--- src/rtl/gpio_input_conditioner.sv ---
// Per-bit synchronizer + debouncer for board GPIO inputs, with rise/fall pulses.
// Optional sticky rise flags and irq are enabled by defining GPIO_COND_STICKY_EN.

module gpio_cond_lane #(
  parameter int SYNC_STAGES     = 2,
  parameter int DEBOUNCE_CYCLES = 100000,
  parameter int CNT_W           = $clog2(DEBOUNCE_CYCLES + 1)
) (
  input  logic clock,
  input  logic reset_n,
  input  logic raw,
  output logic clean,
  output logic rise,
  output logic fall
);

  localparam logic [CNT_W-1:0] CNT_MAX = CNT_W'(DEBOUNCE_CYCLES - 1);

  logic [SYNC_STAGES-1:0] sync_q;
  logic                   sync;
  logic [CNT_W-1:0]       cnt_q, cnt_d;
  logic                   clean_d, rise_d, fall_d;

  assign sync = sync_q[SYNC_STAGES-1];

  always_ff @(posedge clock or negedge reset_n) begin
    if (!reset_n) sync_q <= '0;
    else          sync_q <= {sync_q[SYNC_STAGES-2:0], raw};
  end

  // Count only while the synchronized level disagrees with the accepted one;
  // any agreement restarts the window, so short glitches never get through.
  always_comb begin
    cnt_d   = cnt_q;
    clean_d = clean;
    rise_d  = 1'b0;
    fall_d  = 1'b0;
    if (sync == clean) begin
      cnt_d = '0;
    end else if (cnt_q == CNT_MAX) begin
      cnt_d   = '0;
      clean_d = sync;
      rise_d  = sync;
      fall_d  = ~sync;
    end else begin
      cnt_d = cnt_q + 1'b1;
    end
  end

  always_ff @(posedge clock or negedge reset_n) begin
    if (!reset_n) begin
      cnt_q <= '0;
      clean <= 1'b0;
      rise  <= 1'b0;
      fall  <= 1'b0;
    end else begin
      cnt_q <= cnt_d;
      clean <= clean_d;
      rise  <= rise_d;
      fall  <= fall_d;
    end
  end

endmodule

module gpio_input_conditioner #(
  parameter int WIDTH           = 8,
  parameter int SYNC_STAGES     = 2,
  parameter int DEBOUNCE_CYCLES = 100000,
  parameter int CNT_W           = $clog2(DEBOUNCE_CYCLES + 1)
) (
  input  logic             clock,
  input  logic             reset_n,
  input  logic [WIDTH-1:0] raw_in,
  output logic [WIDTH-1:0] clean_out,
  output logic [WIDTH-1:0] rise_pulse,
  output logic [WIDTH-1:0] fall_pulse,
  output logic [WIDTH-1:0] sticky_rise,
  input  logic [WIDTH-1:0] sticky_clr,
  output logic             irq
);

  gpio_cond_lane #(
    .SYNC_STAGES    (SYNC_STAGES),
    .DEBOUNCE_CYCLES(DEBOUNCE_CYCLES),
    .CNT_W          (CNT_W)
  ) u_lane [WIDTH-1:0] (
    .clock  (clock),
    .reset_n(reset_n),
    .raw    (raw_in),
    .clean  (clean_out),
    .rise   (rise_pulse),
    .fall   (fall_pulse)
  );

`ifdef GPIO_COND_STICKY_EN
  // Set has priority so a rise landing on the clear cycle is never lost.
  always_ff @(posedge clock or negedge reset_n) begin
    if (!reset_n) begin
      sticky_rise <= '0;
      irq         <= 1'b0;
    end else begin
      sticky_rise <= (sticky_rise & ~sticky_clr) | rise_pulse;
      irq         <= |sticky_rise;
    end
  end
`else
  logic unused_sticky_clr;
  assign unused_sticky_clr = ^sticky_clr;
  assign sticky_rise       = '0;
  assign irq               = 1'b0;
`endif

endmodule

--- config.mk ---
export PLATFORM = sky130hd
export DESIGN_NAME = gpio_input_conditioner
export DESIGN_NICKNAME = d
export VERILOG_FILES = /design/src/rtl/gpio_input_conditioner.sv
export SDC_FILE = /design/constraint.sdc
export NUM_CORES = 1
export LEC_CHECK = 0
export ABC_AREA = 1
export CORE_MARGIN = 2
export CORE_UTILIZATION = 40
export DETAILED_ROUTE_END_ITERATION = 8
export GPL_ROUTABILITY_DRIVEN = 0
export SYNTH_ARGS = -nofsm -noshare
export SYNTH_HDL_FRONTEND = slang
export SYNTH_SLANG_ARGS = --single-unit
--- constraint.sdc ---
create_clock -name clock -period 1.9 [get_ports clock]
set_clock_uncertainty 0.1 [all_clocks]
set_input_delay 0.38 -clock clock [delete_from_list [all_inputs] [get_ports clock]]
set_output_delay 0.38 -clock clock [all_outputs]
set_load 0.005 [all_outputs]
# Word level (Yosys, flattened, before mapping)
# Index checks and enable logic that the tools add are counted.
[totals]
in_bits = 18
elab_cells = 136
reg_bits = 176
[op_classes]
reduce_logical = 8
n_eq_ne = 16
n_bitwise = 16
muxes = 48
addsub = 8
[op_table]
columns = ["op", "count"]
rows = [
  ["two-way mux 17 bit", 16],
  ["adder 17 x 1 -> 17 bit, second input constant", 8],
  ["equality test 17 bit, second input constant", 8],
  ["two-way mux 1 bit", 32],
  ["NOT 1 bit", 16],
  ["AND reduction 2 bit", 8],
  ["equality test 1 bit", 8],
]

# Logic depth before layout (Yosys ltp)
[depth]
ltp_word = 3
depth_mapped = 9
depth_no_buf = 9

# Modules after synthesis
# From an unflattened synthesis, not the netlist that was laid out.
[hier_totals]
hier_cells = 1202
hier_area_um2 = 9200.1
[modules_own_cells]
columns = ["module", "area_per_inst_um2", "cells_each", "n_inst"]
rows = [
  ["gpio_cond_lane", 1141.1, 149, 8],
  ["gpio_input_conditioner", 71.3, 10, 1],
]

# Worst setup path before layout
# OpenSTA, ideal clock, no wires.
[synth_timing]
kind = "flip-flop to flip-flop"
from = "register u_lane[3].cnt_q[0]"
to = "register u_lane[3].cnt_q[15]"
setup_time_ps = 118
path_stages_with_launch = 9
arrival_ps = 1171
path_slack_ps = 511
cell_sequence = "dfrtp_1 ha_1 nand2_2 inv_1 nand2_1 nor2_2 nand3_2 nand2_4 nor2_1"
[synth_via]
elab_chain_len = 3
elab_cells_between_ends = 4
[synth_rtl]
columns = ["element", "line_no", "rtl"]
rows = [
  ["start, declared", "21", "logic [CNT_W-1:0] cnt_q, cnt_d;"],
  ["start signal, assigned", "57", "cnt_q <= cnt_d;"],
  ["adder 17 x 1 -> 17 bit or equality test 17 bit (tied branches)", "46, 40", ""],
  ["two-way mux 17 bit (*)", "40", "end else if (cnt_q == CNT_MAX) begin"],
  ["two-way mux 17 bit (*)", "38", "if (sync == clean) begin"],
  ["named net u_lane[3].cnt_d[15]", "21", ""],
]
# Mark *: on every way through the listed nets, which the timed path passes. The rest lies on a longest branch.
# A chain may end at the register's enable or synchronous reset.

# Final worst setup path
[layout_timing]
from = "register u_lane[7].clean"
to = "output clean_out[7]"
[layout_rtl]
columns = ["element", "line_no", "rtl"]
rows = [
  ["start, declared", "12", "output logic clean,"],
  ["start signal, assigned", "58", "clean <= clean_d;"],
  ["end, declared", "75", "output logic [WIDTH-1:0] clean_out,"],
]
# No word-level cell between the ends.

==> flow_summary.rst <==
.. list-table::
   :header-rows: 1

   * - Metric
     - Value
   * - Net Sw Power
     - 1.75 mW
   * - Worst path cell trace
     - clkdlybuf4s50_1
   * - Antenna fix cells
     - 0
   * - Setup TNS
     - 0 ns
   * - H-tree depth
     - 4
   * - Flip-flop and latch count after synthesis
     - around 180
   * - Post-route total power
     - about 7.6 mW
   * - Hold violation count in the final report
     - 0
   * - Minimum clock period
     - 1.84 ns
   * - Number of DRC violations after detailed-routing iteration 0
     - about 340
   * - Via total after detailed routing
     - between 7,000 and 8,000
   * - Logic depth of the worst path, buffers included
     - 1
   * - Starting Density
     - between 40% and 50%
   * - Count of endpoints failing setup in the final report
     - 0
   * - Top-level port count
     - 51
   * - Critical Path Fanout Max
     - 5
   * - Relative slew slack
     - roughly 66%
   * - Area Overhead vs Synth
     - 12.5%
   * - Critical register-to-register path startpoint
     - u_lane[1].cnt_q[0]$_DFF_PN0_
   * - Aggregate global-route resource usage
     - ~16%
   * - Share of power burned in registers
     - between 50% and 60%
   * - Distinct cell type count after synthesis
     - 32
   * - Area of the placeable core
     - about 0.023 mm^2
   * - Crit start category
     - register
   * - Switching power share of the total
     - ~23%
   * - Top-count cell post-synth
     - nand2_1
   * - FILL cells
     - about 2,200
   * - Cell chosen for the clock root
     - clkbuf_16
   * - Transition at the pin with the smallest max-transition slack
     - slightly above 0.5 ns
   * - Standard-cell rows
     - 55
   * - First-pass GRT wire length
     - roughly 32,000 um
   * - Number of buffers inserted during clock tree synthesis
     - 17
   * - Ranking of synthesized cells by area
     - dfrtp_1 47%, nand2_1 12%, nor2_1 12%, inv_1 4.5%, xor2_1 4.0%
   * - Share of async-settable or async-resettable flops after synthesis
     - 100%
   * - Cell area after layout
     - about 0.010 mm^2
   * - Final layout net count
     - 1,271
   * - Endpoint of the most critical setup path
     - clean_out[7]
   * - Type of the tightest min-delay check
     - register to register
   * - Overall die width
     - roughly 160 um
   * - Initial antenna violation count
     - 0
   * - Critical Path Sink Type
     - primary output
   * - R2r endpoint
     - u_lane[1].cnt_q[3]$_DFF_PN0_
   * - PwrDens
     - slightly above 700 mW/mm^2
   * - Flop-to-flop setup slack
     - about 0.3 ns
   * - Count of cells along the worst register-to-register path
     - 8
   * - Kind of cell adding the most delay to the critical path
     - buffers and inverters
   * - Count of final max-slew check failures
     - 0
   * - Post-synthesis sequential area ratio
     - between 40 and 50%
   * - Yosys warning count
     - 0
   * - Antenna violation net count after detailed routing
     - 0
   * - Result of the run
     - finished clean
   * - Number of enable flip-flop cells after synthesis
     - 0
   * - Clock tree sinks
     - roughly 180
   * - Remaining design rule violation count
     - 0
   * - Critical path arrival
     - 1.36 ns
   * - Number of violations of the max-capacitance limit
     - 0
   * - Top cell type by total area after synthesis
     - dfrtp_1
   * - Critical path data required time
     - 1.42 ns
   * - RSZ-0062 raised after global routing
     - false
   * - Total standard cell area after synthesis
     - between 0.009 and 0.01 mm^2
   * - Mapped Avg Cell Area
     - 7.69 um^2
   * - Total buffers and inverters traversed by the critical path
     - 1
   * - Commonest cells in the netlist
     - 295 x nand2_1, 294 x nor2_1, 176 x dfrtp_1
   * - Fraction of power consumed by the clock network
     - 45.7%
   * - Max VDD drop
     - 0.000427 V
   * - Number of buffers added on ports
     - 33
   * - Clock buffer depth
     - 2
   * - Fraction of post-synthesis cell area in the top cell type by area
     - a little under half
   * - Number of instances in the synthesized netlist
     - around 1,200
   * - Ratio of cells with drive above 1 in the final layout
     - under 10%
   * - Post-Route WL
     - ~18,000 um
   * - Post-DP Area
     - roughly 0.0099 mm^2
   * - Post-CTS clock slew at the launch and capture registers of the worst setup and hold paths
     - roughly 0.070 ns
   * - Worst setup path startpoint
     - u_lane[7].clean$_DFFE_PN0P_
   * - Die ar.
     - between 0.02 and 0.025 mm^2
   * - Combinational group share of total power
     - 3.6%
   * - Static leakage
     - about 4.4 nW
   * - CTS tree
     - yes
   * - Internal power
     - approximately 5.8 mW
   * - Ys flop type
     - dfrtp_1
   * - Final critical-path share of the clock period
     - about 97%
   * - Vertical die dimension
     - 156 um
   * - Insertion delay to the later sink of the worst-skew pair
     - roughly 0.42 ns
   * - Slowest stage delay, CP
     - between 0.5 and 0.6 ns
   * - Kind of critical path
     - register to primary output
   * - GR Overflow Total
     - 0
   * - Pin count of the biggest net entering global routing
     - 57
   * - Detailed-route vias per instance
     - 4.72
   * - Peak Freq
     - 0.543 GHz
   * - First-pass DRT Iterations
     - 5
   * - Worst-case hold slack
     - between 0.2 and 0.25 ns
   * - Routed length per placed instance
     - ~11 um
   * - DP Wirelength
     - approximately 13,000 um
   * - Slowest stage cell, crit path
     - clkdlybuf4s50_1
   * - Number of global-route vias before repair
     - around 7,000
## routing by layer
layer / track usage, % / up-vias / wire (um)
li1: - / 3824 / -
met5: 0 / - / 0
met2: 26.1 / 74 / 7950
met3: 3.05 / 15 / 413
met1: 21.0 / 3368 / 9010
met4: 4.28 / 0 / 223
## flip-flops by register name, summed over array words and instances, names as in the netlist
| register | flops |
|---|---|
| u_lane.cnt_q | 136 |
| u_lane.rise | 8 |
| u_lane.sync_q | 16 |
| u_lane.fall | 8 |
| u_lane.clean | 8 |
## timing repair
item / CTS / global route
hold endpoints to repair: 48 / 0
hold buffers: 1 / 0
setup endpoints to repair: 0 / 0
buffers inserted: 0 / 0
resized for setup: 0 / 0
## cell families after synthesis
logic type / synth area share [%]
AOI/OAI and AO/OA: 4.07
xor gates and xnor gates: 4.15
buffers and inverters: 7.37
adders and majority gates: 1.08
other: 0.0404
and+or+nand+nor: 35.9
DFF: 47.4
## layout make-up
| cell class | instances | area, um^2 | area share [%] |
|---|---|---|---|
| Sequential cell | 176 | 4400 | 42.1 |
| Multi-Input combinational cell | 891 | 4230 | 40.5 |
| Timing Repair Buffer | 44 | 444 | 4.25 |
| Inverter | 115 | 432 | 4.13 |
| Clock buffer | 18 | 429 | 4.11 |
| Tap cell | 285 | 357 | 3.41 |
| Clock inverter | 14 | 158 | 1.51 |
## how the worst min path moves through the flow
| stage | startpoint | to | slack [ns] | cells past startpoint |
|---|---|---|---|---|
| after global placement | u_lane[7].sync_q[0]$_DFF_PN0_ | u_lane[7].sync_q[1]$_DFF_PN0_ | 0.23 | 0 |
| after global routing | u_lane[4].sync_q[0]$_DFF_PN0_ | u_lane[4].sync_q[1]$_DFF_PN0_ | 0.26 | 0 |
| final | u_lane[7].sync_q[0]$_DFF_PN0_ | u_lane[7].sync_q[1]$_DFF_PN0_ | 0.25 | 0 |
| after floorplan | reset_n | u_lane[0].clean$_DFFE_PN0P_ | -0.02 | 0 |
| after CTS | u_lane[7].sync_q[0]$_DFF_PN0_ | u_lane[7].sync_q[1]$_DFF_PN0_ | 0.25 | 0 |
| after detailed placement | u_lane[7].sync_q[0]$_DFF_PN0_ | u_lane[7].sync_q[1]$_DFF_PN0_ | 0.23 | 0 |
## power by group through the flow
stage	combinational [mW]	clock (mW)	sequential, mW
5_1_grt	0.325	3.73	3.86
4_1_cts	0.284	3.59	3.85
2_1_floorplan	0.134	0	3.91
3_5_place_dp	0.279	0	3.92
6_report	0.271	3.47	3.85
3_3_place_gp	0.275	0	3.92
## cell usage in the layout, fill, tap and decap left out, types with 17 or more instances in the layout
cell               n
nand2_1          295
nor2_1           294
dfrtp_1          176
inv_1            112
nand3_1           73
xor2_1            42
clkdlybuf4s50_1   32
o21bai_1          30
nand4_1           30
nand2_2           24
nor3_1            22
nor2_2            21
clkbuf_16         17
## stage by stage
stage	setup slack, ns	util (%)	cells
2_1_floorplan	0.511	-	1216
3_3_place_gp	0.331	43.4	1510
3_5_place_dp	0.313	43.4	1510
4_1_cts	0.0258	46.0	1543
5_1_grt	0.00257	46.0	1543
6_report	0.0581	46.0	1543
No activity file was read; power rests on OpenSTA's default activity.
